## src/rtl/usb_host_master.sv

```systemverilog
// usb_host_master: single-beat master for a USB controller's asynchronous parallel bus.
// Define USB_MASTER_TRIGGER_EN to enable the usb_trigger_o capture trigger.
module usb_host_master #(
  parameter int pADDR_WIDTH    = 21,
  parameter int pSETUP_CYCLES  = 2,
  parameter int pSTROBE_CYCLES = 4,
  parameter int pHOLD_CYCLES   = 2
) (
  input  logic                   clk_i,
  input  logic                   rst_ni,
  input  logic                   cmd_valid_i,
  output logic                   cmd_ready_o,
  input  logic                   cmd_write_i,
  input  logic [pADDR_WIDTH-1:0] cmd_addr_i,
  input  logic [7:0]             cmd_wdata_i,
  input  logic                   cmd_trig_i,
  output logic                   rsp_valid_o,
  output logic [7:0]             rsp_rdata_o,
  output logic                   busy_o,
  output logic [pADDR_WIDTH-1:0] usb_addr_o,
  output logic [7:0]             usb_data_o,
  output logic                   usb_data_oe_o,
  input  logic [7:0]             usb_data_i,
  output logic                   usb_rdn_o,
  output logic                   usb_wrn_o,
  output logic                   usb_cen_o,
  output logic                   usb_trigger_o
);

  // A zero-length phase is stretched to one cycle so the counters never underflow.
  localparam logic [7:0] SETUP_LEN  = (pSETUP_CYCLES == 0)  ? 8'd1 : 8'(pSETUP_CYCLES);
  localparam logic [7:0] STROBE_LEN = (pSTROBE_CYCLES == 0) ? 8'd1 : 8'(pSTROBE_CYCLES);
  localparam logic [7:0] HOLD_LEN   = (pHOLD_CYCLES == 0)   ? 8'd1 : 8'(pHOLD_CYCLES);

  typedef enum logic [1:0] {
    IDLE   = 2'd0,
    SETUP  = 2'd1,
    STROBE = 2'd2,
    HOLD   = 2'd3
  } state_e;

  state_e                 state_q, state_d;
  logic [7:0]             cnt_q, cnt_d;
  logic                   write_q, write_d;
  logic [pADDR_WIDTH-1:0] addr_q, addr_d;
  logic [7:0]             wdata_q, wdata_d;
  logic                   cen_q, cen_d;
  logic                   rdn_q, rdn_d;
  logic                   wrn_q, wrn_d;
  logic                   oe_q, oe_d;
  logic                   rsp_valid_q, rsp_valid_d;
  logic [7:0]             rdata_q, rdata_d;
  logic                   accept;
  logic                   finish;

  assign accept = (state_q == IDLE) && cmd_valid_i;
  assign finish = (state_q == HOLD) && (cnt_q == 8'd0);

  always_comb begin
    state_d     = state_q;
    cnt_d       = cnt_q;
    write_d     = write_q;
    addr_d      = addr_q;
    wdata_d     = wdata_q;
    cen_d       = cen_q;
    rdn_d       = rdn_q;
    wrn_d       = wrn_q;
    oe_d        = oe_q;
    rdata_d     = rdata_q;
    rsp_valid_d = 1'b0;
    case (state_q)
      IDLE: begin
        if (cmd_valid_i) begin
          state_d = SETUP;
          cnt_d   = SETUP_LEN - 8'd1;
          write_d = cmd_write_i;
          addr_d  = cmd_addr_i;
          wdata_d = cmd_wdata_i;
          cen_d   = 1'b0;
          oe_d    = cmd_write_i;
        end
      end
      SETUP: begin
        if (cnt_q == 8'd0) begin
          state_d = STROBE;
          cnt_d   = STROBE_LEN - 8'd1;
          rdn_d   = write_q;
          wrn_d   = ~write_q;
        end else begin
          cnt_d = cnt_q - 8'd1;
        end
      end
      STROBE: begin
        if (cnt_q == 8'd0) begin
          state_d = HOLD;
          cnt_d   = HOLD_LEN - 8'd1;
          rdn_d   = 1'b1;
          wrn_d   = 1'b1;
          // Read data is captured on the edge that releases the strobe.
          if (!write_q) begin
            rdata_d = usb_data_i;
          end
        end else begin
          cnt_d = cnt_q - 8'd1;
        end
      end
      HOLD: begin
        if (cnt_q == 8'd0) begin
          state_d     = IDLE;
          cen_d       = 1'b1;
          oe_d        = 1'b0;
          rsp_valid_d = 1'b1;
        end else begin
          cnt_d = cnt_q - 8'd1;
        end
      end
      default: begin
        state_d = IDLE;
      end
    endcase
  end

  always_ff @(posedge clk_i or negedge rst_ni) begin
    if (!rst_ni) begin
      state_q     <= IDLE;
      cnt_q       <= 8'd0;
      write_q     <= 1'b0;
      addr_q      <= '0;
      wdata_q     <= 8'd0;
      cen_q       <= 1'b1;
      rdn_q       <= 1'b1;
      wrn_q       <= 1'b1;
      oe_q        <= 1'b0;
      rsp_valid_q <= 1'b0;
      rdata_q     <= 8'd0;
    end else begin
      state_q     <= state_d;
      cnt_q       <= cnt_d;
      write_q     <= write_d;
      addr_q      <= addr_d;
      wdata_q     <= wdata_d;
      cen_q       <= cen_d;
      rdn_q       <= rdn_d;
      wrn_q       <= wrn_d;
      oe_q        <= oe_d;
      rsp_valid_q <= rsp_valid_d;
      rdata_q     <= rdata_d;
    end
  end

`ifdef USB_MASTER_TRIGGER_EN
  logic trig_q, trig_d;
  logic trig_arm_q, trig_arm_d;

  // Any accepted command drops the trigger; a triggering write raises it on completion.
  always_comb begin
    trig_d     = trig_q;
    trig_arm_d = trig_arm_q;
    if (accept) begin
      trig_d     = 1'b0;
      trig_arm_d = cmd_write_i & cmd_trig_i;
    end else if (finish && trig_arm_q) begin
      trig_d = 1'b1;
    end
  end

  always_ff @(posedge clk_i or negedge rst_ni) begin
    if (!rst_ni) begin
      trig_q     <= 1'b0;
      trig_arm_q <= 1'b0;
    end else begin
      trig_q     <= trig_d;
      trig_arm_q <= trig_arm_d;
    end
  end

  assign usb_trigger_o = trig_q;
`else
  logic unused_trig;
  logic unused_accept;
  logic unused_finish;
  assign unused_trig   = cmd_trig_i;
  assign unused_accept = accept;
  assign unused_finish = finish;
  assign usb_trigger_o = 1'b0;
`endif

  assign cmd_ready_o   = (state_q == IDLE);
  assign busy_o        = ~cmd_ready_o;
  assign rsp_valid_o   = rsp_valid_q;
  assign rsp_rdata_o   = rdata_q;
  assign usb_addr_o    = addr_q;
  assign usb_data_o    = wdata_q;
  assign usb_data_oe_o = oe_q;
  assign usb_rdn_o     = rdn_q;
  assign usb_wrn_o     = wrn_q;
  assign usb_cen_o     = cen_q;

endmodule

```

## config.mk

```make
export PLATFORM = sky130hd
export DESIGN_NAME = usb_host_master
export DESIGN_NICKNAME = d
export VERILOG_FILES = /design/src/rtl/usb_host_master.sv
export SDC_FILE = /design/constraint.sdc
export NUM_CORES = 1
export LEC_CHECK = 0
export ABC_AREA = 1
export CAP_MARGIN = 30
export CORE_MARGIN = 3
export CORE_UTILIZATION = 45
export CTS_BUF_LIST = sky130_fd_sc_hd__clkbuf_16
export CTS_CLUSTER_SIZE = 14
export DETAILED_ROUTE_END_ITERATION = 7
export PLACE_DENSITY = 0.8
export SLEW_MARGIN = 20
export SYNTH_ARGS = -nofsm -noshare
export SYNTH_HDL_FRONTEND = slang
export SYNTH_SLANG_ARGS = --single-unit
```

## constraint.sdc

```tcl
create_clock -name clk_i -period 3.2 [get_ports clk_i]
set_clock_uncertainty 0.2 [all_clocks]
set_input_delay 0.64 -clock clk_i [delete_from_list [all_inputs] [get_ports clk_i]]
set_output_delay 0.64 -clock clk_i [all_outputs]
set_load 0.05 [all_outputs]
```

Word level (Yosys, flattened, before mapping) --
Index checks and enable logic that the tools add are counted.
Cells by class: equality and inequality tests 8, bitwise logic cells 2, muxes and demuxes 22, $add $sub $neg 1, reductions and logical operators 10
Operators by type and width (count):
- $mux 8 | 4
- $pmux 8 s4 | 1
- $reduce_and 3->1 | 3
- $logic_not 8->1 | 1
- $mux 1 | 8
- $mux 2 | 4
- $ne 2x2->1 const B | 4
- $pmux 1 s2 | 4
- $pmux 2 s4 | 1
- $sub 8x1->8 const B | 1
- $eq 2x2->1 const B | 2
- $reduce_and 2->1 | 2
- $reduce_and 4->1 | 1
- $reduce_bool 2->1 | 2
- $eq 2x1->1 const B | 1
- $logic_not 2->1 | 1
- $ne 2x1->1 const B | 1
- $not 1->1 | 2
Storage, ports and cells: input port bits 42, output and inout port bits 45, logic and storage cells 54, flip-flop bits (word level) 53

Depth between registers and ports, before layout --
Gate-level depths: netlist (run 1).
depth after elaboration 3, gate-level depth with buffers 10, mapped depth without buffers 10

Worst setup path before layout (run 1) --
No wires, ideal clock.
kind reg2out, start register state_q[0], end output port busy_o, slack 916 ps, required time 2360 ps, buffers on the path 1, stages on the path, launching flop included 5, data arrival time 1444 ps, cells stage by stage dfrtp_1 -> inv_1 -> ha_1 -> clkbuf_2 -> inv_1
On the way: word-level cells in the longest chain between the ends 2
Ends and longest elaborated chain:
- start, declared | line 42 | state_e state_q, state_d;
- start signal, assigned | line 137 | state_q <= state_d;
- $logic_not 2->1 | line 188 | assign cmd_ready_o = (state_q == IDLE);
- net cmd_ready_o | line 12 | output logic cmd_ready_o,
- $not 1->1 | line 189 | assign busy_o = ~cmd_ready_o;
- end, declared | line 19 | output logic busy_o,
The timed path passes the listed nets, and every way through them passes these cells.

Worst setup path in the final report (run 1) --
start register state_q[1], end output port busy_o
On the way: word-level cells in the longest chain between the ends 2
Ends and longest elaborated chain (line):
- $logic_not 2->1 | 188
- $not 1->1 | 189
Every way passes these cells.

==> results of run 1 <==
-- final cells by class --
type,count,area (sq um)
flip-flops and latches,53,1330
inverters,25,93.8
multi-input cells,149,998
clock inverters,3,41.3
fillers,417,1670
well taps,70,87.6
clock buffers,5,125
repair buffers,87,858
-- logic make-up (layout without fill, tap and decap cells) --
family,Yosys count,in the layout
AO/OA/AOI/OAI,22,22
XOR/XNOR,2,2
adder cells (fa/ha/maj),6,6
buffers and inverters,32,120
flip-flops,53,53
multiplexers,29,29
other,1,1
AND/OR/NAND/NOR,89,89
-- flip-flops by register name, indices dropped and copies added, names as in the netlist, 2 cells and up --
signal,flops
usb_data_o,8
cnt_q,8
usb_addr_o,21
rsp_rdata_o,8
state_q,2
-- stage by stage --
step,util,worst slack [ns]
after floorplan,-,0.916
after global placement,0.647,0.591
after detailed placement,0.647,0.558
after CTS,0.679,0.237
after global routing,0.679,0.143
final,0.679,0.228
-- cells in the final DEF (no fill, tap or decap), types with 2 or more instances in the layout --
cell	instances
sky130_fd_sc_hd__o21ai_0	5
sky130_fd_sc_hd__buf_4	3
sky130_fd_sc_hd__nor2_4	2
sky130_fd_sc_hd__nand3_1	10
sky130_fd_sc_hd__inv_2	4
sky130_fd_sc_hd__nand2_2	3
sky130_fd_sc_hd__ha_1	6
sky130_fd_sc_hd__inv_1	21
sky130_fd_sc_hd__dfrtp_1	50
sky130_fd_sc_hd__clkdlybuf4s50_1	83
sky130_fd_sc_hd__nor2_2	4
sky130_fd_sc_hd__clkbuf_16	5
sky130_fd_sc_hd__mux2_2	24
sky130_fd_sc_hd__nand3b_1	2
sky130_fd_sc_hd__dfstp_2	3
sky130_fd_sc_hd__xor2_1	2
sky130_fd_sc_hd__mux2_1	5
sky130_fd_sc_hd__o21ai_2	8
sky130_fd_sc_hd__nand3_2	2
sky130_fd_sc_hd__o21ai_1	2
sky130_fd_sc_hd__a21oi_1	5
sky130_fd_sc_hd__nand4_1	3
sky130_fd_sc_hd__nand2_1	51
sky130_fd_sc_hd__nor2_1	9
-- worst reg2reg max path, cell delays in order, from the launching register on --
cell	delay [ns]
sky130_fd_sc_hd__dfrtp_1	0.41
sky130_fd_sc_hd__inv_1	0.11
sky130_fd_sc_hd__ha_1	0.36
sky130_fd_sc_hd__nand2_1	0.12
sky130_fd_sc_hd__buf_4	0.22
sky130_fd_sc_hd__mux2_1	0.34
-- cells in the mapped netlist, drive strengths merged --
library cell / instances
nand2: 55
a21oi: 5
ha: 6
nand3: 12
o22ai: 1
nand3b: 2
nor2: 16
o21ai: 15
clkbuf: 1
dfstp: 3
xor2: 2
o211ai: 1
inv: 25
nand4: 3
mux2: 29
conb: 1
buf: 6
dfrtp: 50
nor3: 1
-- worst paths after layout --
path | to | start | depth (start not counted)
min in group clk_i | rsp_rdata_o[1] | rsp_rdata_o[1] | 2
worst min-delay path | usb_addr_o[4] | rst_ni | 1
worst min register to register | rsp_rdata_o[1] | rsp_rdata_o[1] | 2
worst max-delay path | busy_o | state_q[1] | 4
worst max register to register | usb_addr_o[14] | state_q[1] | 5
max in group asynchronous | usb_rdn_o | rst_ni | 2
-- layer usage --
metal  up-vias  global-route usage  wire length, um
met1       913               0.216             2260
li1        927                   -                -
met3         6              0.0740              501
met5         -                   0                0
met4         0              0.0507               71
met2        63               0.300             2710
==> flow_metrics.py, run 1 <==
metrics = {
    "critical_path": {
        "crit_path_cell_trace": "inv_1 > ha_1 > inv_1 > clkdlybuf4s50_1",
        "cpLargestDelayFamily": "buffers and inverters",
        "critPathSlowestCell": "sky130_fd_sc_hd__clkdlybuf4s50_1",
        "critical-path-max-stage-delay_ns": 0.85,
        "setup.worst_path.start_class": "flip-flop",
        "path_class": "reg2out",
        "ff2ff_setup_slack_ns": 1.33,
        "cp.required_ns": 2.36,
        "cp_num_buf_inv": 3,
        "critical_path.max_fanout": 9,
        "crit_path_frequent_cell": "sky130_fd_sc_hd__inv_1",
        "critical_path_arrival_ns": 2.13,
        "endpoint_kind": "output port",
    },
    "timing": {
        "rsz0062_at_grt": "no",
        "max_freq_mhz": 336,
        "slew_viol_final": 0,
        "post-route-min-period_ns": 2.97,
        "fin_hold_ws_ns": 0.0419,
        "setup-violations-final": 0,
        "slew_worst_pin_ns": 0.549,
        "layout_worst_path_cycle_share": 0.929,
        "finalHoldViolations": 0,
        "worst_slew_margin_rel": 0.634,
        "totalNegativeSetupSlack_ns": 0,
    },
    "logic_synthesis": {
        "seq_cells_post_synth": 53,
        "synth_area_sq_um": 2480,
        "compound_gate_fraction_of_synth_area": 0.0580,
        "synth_cells": 234,
        "synth_area_leader_cell": "sky130_fd_sc_hd__dfrtp_1",
        "post_synthesis_net_count": 282,
        "synth_adder_area_share": 0.0303,
        "ys_types": 32,
        "yosys_warnings": 0,
        "synth.area.mux_share": 0.132,
        "ys_top_cells_by_area": "sky130_fd_sc_hd__dfrtp_1, sky130_fd_sc_hd__mux2_2, sky130_fd_sc_hd__nand2_1, sky130_fd_sc_hd__dfstp_2, sky130_fd_sc_hd__inv_1",
        "yosys.area_share.xor_xnor": 0.00706,
        "share_of_the_yosys_chip_area_belonging_to_registers": 0.536,
        "main_combinational_cell_family_by_area_after_synthesis": "simple AND/OR/NAND/NOR gates",
        "synth_simple_gate_area_share": 0.174,
        "synth_area_per_cell_sq_um": 10.6,
        "netlist.area_leader.share": 0.504,
    },
    "route": {
        "detail-route-antenna-nets": 0,
        "detailroute.via_count": 1909,
        "route.final.wire_length_um": 5550,
        "post_drt_wl_per_cell_um": 14.2,
        "initialDrtViolationCount": 117,
        "drt-pass1-iter-count": 5,
        "routed_via_density": 4.87,
        "drcViolationCount": 0,
    },
    "clocking": {
        "clk_latency_ns": 0.29,
        "cts.sink_count": 53,
        "tritoncts_clock_tree": "yes",
        "ctsLongestPathBuffers": 2,
        "cts_made_buffers": 5,
        "postCtsSetupBuffers": 0,
        "clock_tree.htree_level_count": 2,
        "cts.clk_slew.worst_paths_ns": 0.07,
        "clockRootBuffer": "sky130_fd_sc_hd__clkbuf_16",
        "holdBufCountCts": 0,
        "post_cts_resized": 0,
    },
    "placed_design": {
        "placed_cell_area_sq_um": 3370,
        "place.detailed.hpwl_um": 4180,
        "placement.io_buffers": 84,
        "post-place-cells": 384,
        "place.gp.congestion": 0.878,
    },
    "status": {
        "run_status": "finished, final reports clean",
    },
    "die": {
        "design.core.area_sq_um": 5200,
        "die_width_um": 80.3,
        "initial_utilization": 0.477,
        "placementRows": 26,
        "io-pin-count": 87,
        "fp.dieArea_sq_um": 6440,
        "fp.dieH_um": 80.3,
    },
    "job": {
        "max-cap-violations": 0,
    },
    "worst_hold_path": {
        "hold_path_class": "in2async",
    },
    "grt": {
        "first_global_vias": 1936,
        "pin_count_of_the_biggest_net_entering_global_routing": 40,
        "global_route.usage.total": 0.181,
        "first_pass_grt_wire_length_um": 9040,
        "antenna_found_initial": 0,
        "global_route.overflow_total": 0,
    },
    "layout": {
        "design_area_sq_um": 3530,
        "final_net_count": 369,
        "fraction_of_layout_instances_using_a_drive_strength_above_1": 0.196,
        "final_cell_count_no_fill": 392,
        "antennaDiodeCount": 0,
        "syn_to_final_growth_pct": 42.5,
    },
}
Power of run 1 is left out: the tool's default activity adds up to more than one toggle a clock period on the data nets, which glitch-free logic cannot reach.
==> run 2, diff against run 1 <==
clock period = 3.7 ns   (was 3.2 ns; I/O delays follow)
==> run 2 against run 1 <==
Effect of this change: sequential share of layout area grew 0.36 points; register-to-register slack better by 0.44 ns; setup slack gained 0.41 ns; flip-flop and latch count did not move; die area unchanged; non-clock buffer count is 1 lower; via count up 0.31%; core utilization is 0.65 points lower.
==> flow_metrics.py, run 2 (synthesis gave the netlist of run 1 again) <==
metrics = {
    "clocking": {
        "post_cts_resized": 0,
        "cts_made_buffers": 5,
        "cts.clk_slew.worst_paths_ns": 0.07,
        "holdBufCountCts": 0,
        "tritoncts_clock_tree": "yes",
        "ctsLongestPathBuffers": 2,
        "clock_tree.htree_level_count": 2,
        "clk_latency_ns": 0.29,
        "postCtsSetupBuffers": 0,
        "clockRootBuffer": "sky130_fd_sc_hd__clkbuf_16",
        "cts.sink_count": 53,
    },
    "timing": {
        "worst_slew_margin_rel": 0.578,
        "setup-violations-final": 0,
        "totalNegativeSetupSlack_ns": 0,
        "final_worst_slack_ns": 0.641,
        "finalHoldViolations": 0,
        "fin_hold_ws_ns": 0.266,
        "slew_viol_final": 0,
        "layout_worst_path_cycle_share": 0.827,
        "slew_worst_pin_ns": 0.633,
        "max_freq_mhz": 327,
        "rsz0062_at_grt": "no",
        "post-route-min-period_ns": 3.06,
    },
    "die": {
        "design.core.area_sq_um": 5200,
        "fp.dieH_um": 80.3,
        "die_width_um": 80.3,
        "io-pin-count": 87,
        "fp.dieArea_sq_um": 6440,
        "initial_utilization": 0.477,
        "placementRows": 26,
    },
    "route": {
        "routed_via_density": 4.90,
        "detailroute.via_count": 1915,
        "route.final.wire_length_um": 5380,
        "drcViolationCount": 0,
        "detail-route-antenna-nets": 0,
        "initialDrtViolationCount": 92,
        "post_drt_wl_per_cell_um": 13.8,
        "drt-pass1-iter-count": 4,
    },
    "critical_path": {
        "crit_path_cell_trace": "inv_1 > ha_1 > inv_1 > clkdlybuf4s50_1",
        "ff_to_ff_path_depth": 5,
        "setup.worst_path.start_class": "flip-flop",
        "critPathSlowestCell": "sky130_fd_sc_hd__clkdlybuf4s50_1",
        "crit_path_frequent_cell": "sky130_fd_sc_hd__inv_1",
        "cp_num_buf_inv": 3,
        "critical_path.reg2reg.startpoint": "state_q[0]",
        "critical_path_arrival_ns": 2.12,
        "critical_path.max_fanout": 9,
        "ff2ff_setup_slack_ns": 1.77,
        "critical_path.reg2reg.endpoint": "usb_addr_o[16]",
        "critical-path-max-stage-delay_ns": 0.84,
        "cp.required_ns": 2.76,
        "cpLargestDelayFamily": "buffers and inverters",
        "path_class": "reg2out",
        "endpoint_kind": "output port",
    },
    "layout": {
        "largest_register_ffs": 21,
        "num-fill-cells": 423,
        "design_area_sq_um": 3500,
        "final_net_count": 368,
        "multi_input_comb_area_sq_um": 998,
        "fraction_of_layout_instances_using_a_drive_strength_above_1": 0.190,
        "antennaDiodeCount": 0,
        "syn_to_final_growth_pct": 41.1,
        "flip_flop_and_latch_area_sq_um": 1330,
        "mostFrequentLayoutCells": "sky130_fd_sc_hd__clkdlybuf4s50_1, sky130_fd_sc_hd__nand2_1, sky130_fd_sc_hd__dfrtp_1",
        "layout.cells.most_common": "sky130_fd_sc_hd__clkdlybuf4s50_1",
    },
    "grt": {
        "top_usage_layer": "met2",
        "first_global_vias": 2018,
        "antenna_found_initial": 0,
        "grt.met3_usage": 0.0852,
        "global_route.overflow_total": 0,
        "grt_util_met1": 0.212,
        "grt.met2_usage": 0.303,
        "global_route.usage.total": 0.183,
        "pin_count_of_the_biggest_net_entering_global_routing": 32,
        "first_pass_grt_wire_length_um": 9110,
    },
    "placed_design": {
        "placed_cell_area_sq_um": 3360,
        "post-place-ws_ns": 0.966,
        "place.gp.congestion": 0.862,
        "placement.io_buffers": 84,
        "place.detailed.hpwl_um": 3970,
    },
    "status": {
        "run_status": "finished, final reports clean",
    },
    "job": {
        "max-cap-violations": 0,
    },
    "worst_hold_path": {
        "hold_path_class": "in2async",
    },
}
run 2: cell types whose count changed in the layout (fill, tap and decap cells not counted), sizes merged:
cell,delta
buf,-1
bufinv,-1
clkinv,-1
inv,+2
run 2: stage by stage:
step / util / cells
6_report: 0.673 / 391
5_1_grt: 0.673 / 391
4_1_cts: 0.673 / 391
3_5_place_dp: 0.646 / 383
3_3_place_gp: 0.646 / 383
2_1_floorplan: - / 234
run 2: worst max-delay path by stage:
stage / start / to / slack [ns] / depth (start not counted)
6_report: state_q[0] / busy_o / 0.64 / 4
3_3_place_gp: state_q[0] / busy_o / 0.99 / 4
5_1_grt: state_q[1] / busy_o / 0.53 / 4
4_1_cts: state_q[1] / busy_o / 0.63 / 4
2_1_floorplan: state_q[0] / busy_o / 1.32 / 4
3_5_place_dp: state_q[1] / busy_o / 0.97 / 4
run 2: cell type report:
cell class,count,area share
Sequential cell,53,0.380
Multi-Input combinational cell,149,0.285
Timing Repair Buffer,86,0.243
Clock buffer,5,0.0357
Inverter,25,0.0268
Tap cell,70,0.0250
Clock inverter,3,0.00429
run 2: layer usage:
layer / routed length [um] / vias up
li1: - / 925
met1: 2130 / 906
met2: 2580 / 74
met3: 580 / 10
met4: 87 / 0
met5: 0 / -
run 2: worst register-to-register path, cell delays in order (launching register included):
cell and delay (ns):
sky130_fd_sc_hd__dfrtp_1 0.37, sky130_fd_sc_hd__inv_1 0.09, sky130_fd_sc_hd__ha_1 0.32, sky130_fd_sc_hd__nand2_1 0.10, sky130_fd_sc_hd__buf_4 0.35, sky130_fd_sc_hd__mux2_2 0.39
Power of run 2 is left out for the same reason.
